===== src/rtl/mem_tg_pkg.sv =====
// Shared types, AXI constants and the beat-pattern function for the memory traffic generator.
package mem_tg_pkg;

  typedef logic [2:0] t_tg_state;

  localparam t_tg_state ST_IDLE    = 3'd0;
  localparam t_tg_state ST_WR_ADDR = 3'd1;
  localparam t_tg_state ST_WR_DATA = 3'd2;
  localparam t_tg_state ST_WR_RESP = 3'd3;
  localparam t_tg_state ST_RD_ADDR = 3'd4;
  localparam t_tg_state ST_RD_DATA = 3'd5;
  localparam t_tg_state ST_DONE    = 3'd6;

  localparam logic [1:0] AXI_BURST_INCR = 2'b01;
  localparam logic [1:0] AXI_RESP_OKAY  = 2'b00;

  localparam int unsigned BURST_IDX_W = 16;
  localparam int unsigned BEAT_W      = 8;
  localparam int unsigned GIDX_W      = 24;

  // AXI size encoding for a beat of the given byte width
  function automatic logic [2:0] axi_size(input int unsigned bytes);
    return 3'($clog2(bytes));
  endfunction

  // Every 32-bit lane of beat g carries seed + g
  function automatic logic [31:0] tg_lane(input logic [31:0] seed, input logic [GIDX_W-1:0] g);
    return seed + 32'(g);
  endfunction

endpackage


===== src/rtl/mem_tg_pattern_gen.sv =====
// Expands seed + global beat index into a full-width data word.
module mem_tg_pattern_gen
  import mem_tg_pkg::*;
#(
  parameter int unsigned DATA_W = 512
) (
  input  logic [31:0]         seed_i,
  input  logic [GIDX_W-1:0]   g_i,
  output logic [DATA_W-1:0]   data_o
);

  localparam int unsigned LANES = DATA_W / 32;

  assign data_o = {LANES{tg_lane(seed_i, g_i)}};

endmodule


===== src/rtl/mem_axi_tg_initiator.sv =====
// AXI4 write-then-readback traffic generator for one memory channel; reports pass/fail and error stats.
module mem_axi_tg_initiator
  import mem_tg_pkg::*;
#(
  parameter int unsigned ADDR_W = 32,
  parameter int unsigned DATA_W = 512,
  parameter int unsigned ID_W   = 8
) (
  input  logic                  clk,
  input  logic                  rst_n,
  input  logic                  start,
  input  logic                  abort,
  input  logic [ADDR_W-1:0]     cfg_base_addr,
  input  logic [15:0]           cfg_num_bursts,
  input  logic [7:0]            cfg_len,
  input  logic [31:0]           cfg_seed,
  output logic                  busy,
  output logic                  done,
  output logic                  pass,
  output logic [31:0]           err_count,
  output logic [ADDR_W-1:0]     first_err_addr,
  output logic                  awvalid,
  input  logic                  awready,
  output logic [ID_W-1:0]       awid,
  output logic [ADDR_W-1:0]     awaddr,
  output logic [7:0]            awlen,
  output logic [2:0]            awsize,
  output logic [1:0]            awburst,
  output logic                  awlock,
  output logic [2:0]            awprot,
  output logic [3:0]            awqos,
  output logic                  awuser,
  output logic                  wvalid,
  input  logic                  wready,
  output logic [DATA_W-1:0]     wdata,
  output logic [DATA_W/8-1:0]   wstrb,
  output logic                  wlast,
  output logic                  bready,
  input  logic                  bvalid,
  input  logic [ID_W-1:0]       bid,
  input  logic [1:0]            bresp,
  output logic                  arvalid,
  input  logic                  arready,
  output logic [ID_W-1:0]       arid,
  output logic [ADDR_W-1:0]     araddr,
  output logic [7:0]            arlen,
  output logic [2:0]            arsize,
  output logic [1:0]            arburst,
  output logic                  arlock,
  output logic [2:0]            arprot,
  output logic [3:0]            arqos,
  output logic                  aruser,
  output logic                  rready,
  input  logic                  rvalid,
  input  logic [ID_W-1:0]       rid,
  input  logic [DATA_W-1:0]     rdata,
  input  logic [1:0]            rresp,
  input  logic                  rlast
);

  localparam int unsigned LANES     = DATA_W / 32;
  localparam int unsigned SIZE_LOG2 = $clog2(DATA_W / 8);
  localparam logic [2:0]  AXI_SIZE  = axi_size(DATA_W / 8);

  t_tg_state                state_q, state_d;
  logic [31:0]              seed_q, seed_d;
  logic [7:0]               len_q, len_d;
  logic [15:0]              nbursts_q, nbursts_d;
  logic [ADDR_W-1:0]        base_q, base_d;
  logic [ADDR_W-1:0]        burst_addr_q, burst_addr_d;
  logic [BURST_IDX_W-1:0]   burst_idx_q, burst_idx_d;
  logic [BEAT_W-1:0]        beat_q, beat_d;
  logic [GIDX_W-1:0]        g_q, g_d;
  logic [31:0]              err_count_q, err_count_d;
  logic [ADDR_W-1:0]        first_err_addr_q, first_err_addr_d;
  logic                     first_err_seen_q, first_err_seen_d;
  logic                     aborted_q, aborted_d;
  logic                     pass_q, pass_d;
  logic                     done_q, done_d;
  logic                     busy_q, awvalid_q, wvalid_q, wlast_q, bready_q, arvalid_q, rready_q;
  logic [DATA_W-1:0]        wdata_q;

  logic [DATA_W-1:0]        pat_word;
  logic [DATA_W-1:0]        exp_word;
  logic [ADDR_W-1:0]        stride;
  logic [ADDR_W-1:0]        beat_addr;
  logic                     last_burst;
  logic                     rd_data_err, rd_last_err;
  logic [1:0]               err_inc;
  logic [ADDR_W-1:0]        err_addr;
  logic [32:0]              err_sum;
  logic                     unused_ok;

  // Write data comes from the sub-module; read checking reuses the same lane function
  mem_tg_pattern_gen #(.DATA_W(DATA_W)) u_wr_pattern (
    .seed_i (seed_d),
    .g_i    (g_d),
    .data_o (pat_word)
  );

  assign exp_word    = {LANES{tg_lane(seed_q, g_q)}};
  assign stride      = ADDR_W'({1'b0, len_q} + 9'd1) << SIZE_LOG2;
  assign beat_addr   = burst_addr_q + (ADDR_W'(beat_q) << SIZE_LOG2);
  assign last_burst  = (burst_idx_q == nbursts_q - 16'd1);
  assign rd_data_err = (rdata != exp_word) || (rresp != AXI_RESP_OKAY);
  assign rd_last_err = (rlast != (beat_q == len_q));
  assign unused_ok   = ^{bid, rid};

  // Next-state, counters and checker
  always_comb begin
    state_d          = state_q;
    seed_d           = seed_q;
    len_d            = len_q;
    nbursts_d        = nbursts_q;
    base_d           = base_q;
    burst_addr_d     = burst_addr_q;
    burst_idx_d      = burst_idx_q;
    beat_d           = beat_q;
    g_d              = g_q;
    err_count_d      = err_count_q;
    first_err_addr_d = first_err_addr_q;
    first_err_seen_d = first_err_seen_q;
    aborted_d        = aborted_q;
    pass_d           = pass_q;
    done_d           = 1'b0;
    err_inc          = 2'd0;
    err_addr         = beat_addr;
    err_sum          = '0;

    case (state_q)
      ST_IDLE: begin
        if (start) begin
          seed_d           = cfg_seed;
          len_d            = cfg_len;
          nbursts_d        = cfg_num_bursts;
          base_d           = cfg_base_addr;
          burst_addr_d     = cfg_base_addr;
          burst_idx_d      = '0;
          beat_d           = '0;
          g_d              = '0;
          err_count_d      = '0;
          first_err_addr_d = '0;
          first_err_seen_d = 1'b0;
          aborted_d        = 1'b0;
          pass_d           = 1'b0;
          state_d          = (cfg_num_bursts == 16'd0) ? ST_DONE : ST_WR_ADDR;
        end
      end
      ST_WR_ADDR: if (awready) state_d = ST_WR_DATA;
      ST_WR_DATA: begin
        if (wready) begin
          g_d = g_q + 24'd1;
          if (beat_q == len_q) begin
            beat_d  = '0;
            state_d = ST_WR_RESP;
          end else begin
            beat_d = beat_q + 8'd1;
          end
        end
      end
      ST_WR_RESP: begin
        if (bvalid) begin
          if (bresp != AXI_RESP_OKAY) begin
            err_inc  = 2'd1;
            err_addr = burst_addr_q;
          end
          if (abort) begin
            aborted_d = 1'b1;
            state_d   = ST_DONE;
          end else if (last_burst) begin
            burst_idx_d  = '0;
            burst_addr_d = base_q;
            g_d          = '0;
            state_d      = ST_RD_ADDR;
          end else begin
            burst_idx_d  = burst_idx_q + 16'd1;
            burst_addr_d = burst_addr_q + stride;
            state_d      = ST_WR_ADDR;
          end
        end
      end
      ST_RD_ADDR: if (arready) state_d = ST_RD_DATA;
      ST_RD_DATA: begin
        if (rvalid) begin
          err_inc = 2'(rd_data_err) + 2'(rd_last_err);
          g_d     = g_q + 24'd1;
          // A burst ends on whichever comes first: rlast or the final expected beat
          if (rlast || (beat_q == len_q)) begin
            beat_d = '0;
            if (abort) begin
              aborted_d = 1'b1;
              state_d   = ST_DONE;
            end else if (last_burst) begin
              state_d = ST_DONE;
            end else begin
              burst_idx_d  = burst_idx_q + 16'd1;
              burst_addr_d = burst_addr_q + stride;
              state_d      = ST_RD_ADDR;
            end
          end else begin
            beat_d = beat_q + 8'd1;
          end
        end
      end
      ST_DONE: begin
        done_d  = 1'b1;
        pass_d  = (err_count_q == 32'd0) && !aborted_q;
        state_d = ST_IDLE;
      end
      default: state_d = ST_IDLE;
    endcase

    // Saturating error accumulation; only the first error address is kept
    if (err_inc != 2'd0) begin
      err_sum     = {1'b0, err_count_q} + 33'(err_inc);
      err_count_d = err_sum[32] ? 32'hFFFF_FFFF : err_sum[31:0];
      if (!first_err_seen_q) begin
        first_err_seen_d = 1'b1;
        first_err_addr_d = err_addr;
      end
    end
  end

  always_ff @(posedge clk or negedge rst_n) begin
    if (!rst_n) begin
      state_q          <= ST_IDLE;
      seed_q           <= '0;
      len_q            <= '0;
      nbursts_q        <= '0;
      base_q           <= '0;
      burst_addr_q     <= '0;
      burst_idx_q      <= '0;
      beat_q           <= '0;
      g_q              <= '0;
      err_count_q      <= '0;
      first_err_addr_q <= '0;
      first_err_seen_q <= 1'b0;
      aborted_q        <= 1'b0;
      pass_q           <= 1'b0;
      done_q           <= 1'b0;
      busy_q           <= 1'b0;
      awvalid_q        <= 1'b0;
      wvalid_q         <= 1'b0;
      wlast_q          <= 1'b0;
      wdata_q          <= '0;
      bready_q         <= 1'b0;
      arvalid_q        <= 1'b0;
      rready_q         <= 1'b0;
    end else begin
      state_q          <= state_d;
      seed_q           <= seed_d;
      len_q            <= len_d;
      nbursts_q        <= nbursts_d;
      base_q           <= base_d;
      burst_addr_q     <= burst_addr_d;
      burst_idx_q      <= burst_idx_d;
      beat_q           <= beat_d;
      g_q              <= g_d;
      err_count_q      <= err_count_d;
      first_err_addr_q <= first_err_addr_d;
      first_err_seen_q <= first_err_seen_d;
      aborted_q        <= aborted_d;
      pass_q           <= pass_d;
      done_q           <= done_d;
      busy_q           <= (state_d != ST_IDLE);
      awvalid_q        <= (state_d == ST_WR_ADDR);
      wvalid_q         <= (state_d == ST_WR_DATA);
      wlast_q          <= (state_d == ST_WR_DATA) && (beat_d == len_d);
      wdata_q          <= (state_d == ST_WR_DATA) ? pat_word : '0;
      bready_q         <= (state_d == ST_WR_RESP);
      arvalid_q        <= (state_d == ST_RD_ADDR);
      rready_q         <= (state_d == ST_RD_DATA);
    end
  end

  assign busy           = busy_q;
  assign done           = done_q;
  assign pass           = pass_q;
  assign err_count      = err_count_q;
  assign first_err_addr = first_err_addr_q;

  assign awvalid = awvalid_q;
  assign awid    = '0;
  assign awaddr  = burst_addr_q;
  assign awlen   = len_q;
  assign awsize  = AXI_SIZE;
  assign awburst = AXI_BURST_INCR;
  assign awlock  = 1'b0;
  assign awprot  = '0;
  assign awqos   = '0;
  assign awuser  = 1'b0;

  assign wvalid = wvalid_q;
  assign wdata  = wdata_q;
  assign wstrb  = '1;
  assign wlast  = wlast_q;
  assign bready = bready_q;

  assign arvalid = arvalid_q;
  assign arid    = '0;
  assign araddr  = burst_addr_q;
  assign arlen   = len_q;
  assign arsize  = AXI_SIZE;
  assign arburst = AXI_BURST_INCR;
  assign arlock  = 1'b0;
  assign arprot  = '0;
  assign arqos   = '0;
  assign aruser  = 1'b0;
  assign rready  = rready_q;

endmodule


===== config.mk =====
export PLATFORM = sky130hd
export DESIGN_NAME = mem_axi_tg_initiator
export DESIGN_NICKNAME = d
export VERILOG_FILES = /design/src/rtl/mem_tg_pkg.sv /design/src/rtl/mem_tg_pattern_gen.sv /design/src/rtl/mem_axi_tg_initiator.sv
export SDC_FILE = /design/constraint.sdc
export NUM_CORES = 1
export LEC_CHECK = 0
export CORE_AREA = 4 4 539 541
export DETAILED_ROUTE_END_ITERATION = 12
export DIE_AREA = 0 0 543 545
export PLACE_DENSITY_LB_ADDON = 0.3
export SLEW_MARGIN = 20
export SYNTH_ARGS = -nofsm -noshare
export SYNTH_HDL_FRONTEND = slang
export SYNTH_SLANG_ARGS = --single-unit

===== constraint.sdc =====
create_clock -name clk -period 9.1 [get_ports clk]
set_input_delay 0.91 -clock clk [delete_from_list [all_inputs] [get_ports clk]]
set_output_delay 0.91 -clock clk [all_outputs]
set_load 0.005 [all_outputs]

Word level (Yosys, flattened, before mapping). Index checks and enable logic that the tools add are counted.

Reduce and logical (&&, ||, !) cells: 21. Equal/unequal tests: 23. Muxes and demuxes: 77. Add/sub/neg operators: 11.

Operators by type and width (number): $mux W32 (21); $mux W512 (1); $ne A512 B512 Y1 (1); $mux W24 (6); $mux W16 (8); $pmux W24 S4 (1); $pmux W32 S3 (1); $add A32 B24 Y32 (2); $mux W8 (7); $pmux W16 S3 (1); $add A32 B2 Y33 (1); $mux W3 (11); $add A32 B14 Y32 (1); $add A32 B15 Y32 (1); $logic_not A32 Y1 (1); $add A24 B1 Y24 const B (1); $pmux W8 S3 (1); $pmux W3 S6 (1); $add A16 B1 Y16 const B (1); $eq A16 B16 Y1 (1); $eq A8 B8 Y1 (2); $logic_not A16 Y1 (1); $sub A16 B1 Y16 const B (1); $eq A3 B3 Y1 const B (5); other kinds (21) (54).

Register bits after elaboration: 758. Output and inout bits: 773.

Longest topological paths before layout.
Depth in word-level cells: 9. Gate-level depth with buffers: 31. Gate-level depth less buffers: 29.

Modules after synthesis. Synthesis repeated with hierarchy kept, for this count alone.

Cells, all modules: 4370. Area, all modules: 41123.2 um2.

By module, submodules not included: mem_axi_tg_initiator (cells each 3675, instances 1, area each 36060.8 um2); mem_tg_pattern_gen (cells each 695, instances 1, area each 5062.4 um2).

Worst setup path after synthesis. OpenSTA, ideal clock, no wires.

Kind: reg2reg. From: register g_q[0]. To: register err_count_q[13], in the netlist err_count[13]. Period minus slack after synthesis: 7.369 ns. Library setup time: 0.099 ns. Setup slack: 1.731 ns. Cell stages (with the launch flop): 30. Arrival time: 7.270 ns. Cell sequence: dfrtp_1 -> ha_1 -> inv_1 -> fa_1 -> or4b_1 -> mux2i_1 -> o2111ai_1 -> a2111o_1 -> a211o_1 -> nor4_1 -> nand4_1 -> or4_1 -> a2111oi_2 -> nand4_1 -> or4_1 -> ha_1 -> nand2_1 -> nand2_1 -> ha_1 -> inv_1 -> fa_1 -> nand2b_1 -> or3_1 -> inv_1 -> nand3_1 -> or4_1 -> clkbuf_1 -> nand2_1 -> nor2_1 -> a311oi_1.

Cells in the longest elaborated chain, start to end: 9. Elaborated cells on any way between the ends: 13. Classes of those cells: add/sub (3); eq/ne (1); mux (4); reduce/logical (5).

RTL lines: start: declaration (RTL line mem_axi_tg_initiator.sv:73) `logic [GIDX_W-1:0] g_q, g_d;`; start signal: assignment (RTL line mem_axi_tg_initiator.sv:258) `g_q <= g_d;`; $add A32 B24 Y32 * (RTL line mem_tg_pkg.sv:28) `return seed + 32'(g);`; $ne A512 B512 Y1 * (RTL line mem_axi_tg_initiator.sv:105) `assign rd_data_err = (rdata != exp_word) || (rresp != AXI_RESP_OKAY);`; $logic_or A1 B1 Y1 * (RTL line mem_axi_tg_initiator.sv:105); $add A1 B1 Y2 * (RTL line mem_axi_tg_initiator.sv:185) `err_inc = 2'(rd_data_err) + 2'(rd_last_err);`; $mux W2 * (RTL line mem_axi_tg_initiator.sv:184) `if (rvalid) begin`; $pmux W2 S2 * (RTL line mem_axi_tg_initiator.sv:130) `case (state_q)`; $add A32 B2 Y33 or $reduce_bool A2 Y1 (tied branches) (RTL line mem_axi_tg_initiator.sv:215, mem_axi_tg_initiator.sv:214); $mux W32 or $reduce_bool A2 Y1 (tied branches); $mux W32 or $reduce_and A2 Y1 (tied branches); end signal: assignment (RTL line mem_axi_tg_initiator.sv:259) `err_count_q <= err_count_d;`; end: declaration (RTL line mem_axi_tg_initiator.sv:74) `logic [31:0] err_count_q, err_count_d;`.

Mark *: on every way between the ends. The rest lies on a longest branch, timed or not. A chain may end at the register's enable or synchronous reset.

Worst setup path in the final report.
From: register g_q[0]. To: register err_count_q[14], in the netlist err_count[14].

Same word-level chain as after synthesis.

==> impl_metrics.env <==
export IMPL_drtPass1Iterations=5
export IMPL_grt_pass1_vias=27971
export IMPL_clkSinkCount=278
export IMPL_synth_area_leaders="dfrtp_1, buf_4, nand2_1, o21ai_0, nor2_1"
export IMPL_cp_data_required_time_ns=9.58
export IMPL_ir_drop_mv=0.127
export IMPL_grt_start_max_net_pins=84
export IMPL_port_buffers=1278
export IMPL_switchingPower_mw=4.41
export IMPL_clkLatencyLatePin_ns=0.60
export IMPL_max_slew_worst_pin_slew_ns=1.17
export IMPL_slowest_stage="or4_1"
export IMPL_startpoint_type="flop"
export IMPL_hpwl_microns=174000
export IMPL_skew_ns=0.0545
export IMPL_yosysSeqAreaShare=0.268
export IMPL_drv_slew=0
export IMPL_synth_edff_count=0
export IMPL_yosys_area_top_type_share=0.268
export IMPL_drive_gt1_frac=0.0483
export IMPL_swShare=0.440
export IMPL_antenna_found_initial=137
export IMPL_die_y_microns=545
export IMPL_path_clk_slew_ns=0.06
export IMPL_syn_mean_instance_area_sq_um=7.71
export IMPL_setup_tns_ns=0
export IMPL_yosysTopAreaCell="dfrtp_1"
export IMPL_hold_viol=0
export IMPL_numCtsBuffers=39
export IMPL_num_vias=28408
export IMPL_fin_crit_sh=0.947
export IMPL_hold_path_class="primary input to async pin"
export IMPL_num_nets_final=4837
export IMPL_synth_flop_cell="dfrtp_1"
export IMPL_fill_cells=32435
export IMPL_rsz0062_at_grt="no"
export IMPL_period_needed_ns=8.62
export IMPL_num_rows=196
export IMPL_drt_total_wl_microns=202000
export IMPL_power_leakage_nw=14.9
export IMPL_crit_type="flop to flop"
export IMPL_cts_setup_buffers=0
export IMPL_fmax_mhz=116
export IMPL_synth_seq_cells=278
export IMPL_crit_fanout=21
export IMPL_async_flop_share=1.00
export IMPL_worst_path_most_repeated_cell="or4_1"
export IMPL_cts_buffer_depth=3
export IMPL_grt_overflow=0
export IMPL_die_area_sq_mm=0.296
export IMPL_synthTopCellsByCount="buf_4, nand2_1, dfrtp_1, nor2_1, o21ai_0"
export IMPL_wl_per_cell_microns=25.4
export IMPL_clkPwrFrac=0.171
export IMPL_critPathLaunch="g_q[0]"
export IMPL_p_comb_frac=0.569
export IMPL_setup_viol=0
export IMPL_boundaryPins=1403
export IMPL_max_cap_violations=0
export IMPL_start_util=0.0911
export IMPL_cts_htree_levels=2
export IMPL_max_stage_delay_ns=0.69
export IMPL_internal_power_mw=5.61
export IMPL_grtUsageTotal=0.128
export IMPL_cts_tree="built"
export IMPL_cp_arrival_ns=9.10
export IMPL_powerDensity_mw_per_mm2=245
export IMPL_vias_per_cell=3.57
export IMPL_clockRootBuffer="clkbuf_16"
export IMPL_gp_congestion=0.909
export IMPL_grt_pass1_wl_microns=260000
export IMPL_syn_instance_count=3367
export IMPL_seq_power_share=0.260
export IMPL_outcome="completed"
export IMPL_yosys_warnings=0
export IMPL_drtIter0Drc=1851
export IMPL_netlist_area_sq_mm=0.0259
export IMPL_drc=0
export IMPL_finish_utilization=0.143
export IMPL_synth_distinct_cells=86
export IMPL_post_synth_top_count_cell="buf_4"
export IMPL_timing_slew_headroom=0.222
export IMPL_end_kind="flop"
export IMPL_syn_to_final_growth_pct=57.4
export IMPL_dieWidth_microns=543
export IMPL_core_sq_mm=0.285
export IMPL_rr_startpoint="g_q[0]"
export IMPL_ant_nets=0
==> state kept, by name, indices dropped and copies added (netlist names) <==
register,cells
pass,1
err_count,32
first_err_addr,32
g_q,24
arlen,8
first_err_seen_q,1
rready,1
aborted_q,1
burst_idx_q,16
wlast,1
done,1
busy,1
state_q,3
wdata,32
seed_q,32
beat_q,8
base_q,32
bready,1
araddr,32
nbursts_q,16
awvalid,1
wvalid,1
arvalid,1
==> routing by layer <==
layer  part of all wire  up-vias  global-route usage
met2               0.50     1308               0.233
li1                   -    12869                   -
met5             0.0016        -                   0
met4              0.024       50              0.0253
met3              0.078      300              0.0371
met1               0.39    13881               0.149
==> worst max-delay path, delay by kind of cell, from the launching register on <==
kind,cells,cell delay (ns)
AND/OR/NAND/NOR,13,3.94
buffers and inverters,5,0.65
adder cells (fa/ha/maj),5,1.46
AO/OA/AOI/OAI,6,1.72
multiplexers,1,0.29
flip-flops,1,0.43
==> cell usage in the layout (no fill, tap or decap), types with 19 or more instances in the layout <==
cell / netlist / routed
buf_4: 629 / 79
a21oi_1: 138 / 138
and3_1: 44 / 44
clkbuf_16: 0 / 39
or3_1: 34 / 33
nor3_1: 91 / 89
xor2_1: 63 / 63
diode_2: 0 / 32
a21o_1: 21 / 21
nand2b_1: 22 / 21
nand2_1: 447 / 447
nor2_1: 265 / 259
or4_1: 36 / 36
and4_1: 19 / 19
a31oi_1: 29 / 29
conb_1: 2 / 108
nand3_1: 108 / 108
a22oi_1: 22 / 22
xnor2_1: 79 / 79
nand4_1: 132 / 132
ha_1: 74 / 74
a211oi_1: 22 / 22
dfrtp_1: 278 / 276
o21ai_0: 214 / 213
nor2b_1: 22 / 22
inv_1: 58 / 58
mux2i_1: 38 / 38
clkdlybuf4s50_1: 0 / 1277
nor4_1: 108 / 107
==> kinds of logic after synthesis <==
| logic type | after synthesis | synth area share |
|---|---|---|
| AOI/OAI and AO/OA | 620 | 0.151 |
| other | 2 | 0.000289 |
| adders and majority gates | 79 | 0.0395 |
| buffers and inverters | 803 | 0.208 |
| DFF | 278 | 0.268 |
| xor gates and xnor gates | 142 | 0.0479 |
| muxes | 52 | 0.0216 |
| and+or+nand+nor | 1391 | 0.264 |
==> power by group through the flow <==
stage / Clock [mW] / Combinational [mW] / Sequential, mW
finish: 1.71 / 5.70 / 2.60
global route: 1.85 / 6.23 / 2.70
global placement: 0 / 5.80 / 2.66
detailed placement: 0 / 5.80 / 2.68
floorplan: 0 / 3.33 / 2.10
CTS: 1.81 / 5.83 / 2.67
==> final timing paths <==
path                                  to  slack, ns  depth (start not counted)
min in group clk              base_q[25]       0.48                          2
setup / recovery           err_count[14]       0.48                         30
max in group asynchronous     wdata[491]       6.84                          3
hold reg to reg               base_q[25]       0.48                          2
setup reg to reg           err_count[14]       0.48                         30
hold / removal                araddr[17]       0.33                          1
==> cell type report <==
type                       instances  area (sq um)  area share
timing repair buffer            1358         13400       0.328
inverter                          59           221     0.00542
clock buffer                      54          1130      0.0277
clock inverter                    18           275     0.00674
multi-input combinational       2392         14100       0.344
antenna                           32          80.1     0.00196
sequential                       278          6960       0.170
tap                             3762          4710       0.115
==> repair_timing <==
item,in CTS,in global routing
hold buffers,0,0
resized for setup,0,3
setup endpoints to repair,0,8
hold endpoints to repair,0,0
==> stage by stage <==
| stage | power [mW] | instance area, sq um | std cells | setup slack, ns | hold WS [ns] |
|---|---|---|---|---|---|
| floorplan | 5.43 | 26300 | 3473 | 1.73 | 0.445 |
| global placement | 8.46 | 39300 | 7849 | 0.0849 | 0.459 |
| detailed placement | 8.48 | 39300 | 7849 | 0.0996 | 0.462 |
| CTS | 10.3 | 40700 | 7921 | 0.360 | 0.317 |
| global route | 10.8 | 40800 | 7934 | 0.0293 | 0.337 |
| finish | 10.0 | 40800 | 7953 | 0.480 | 0.326 |
No activity file was read; power rests on OpenSTA's default activity.
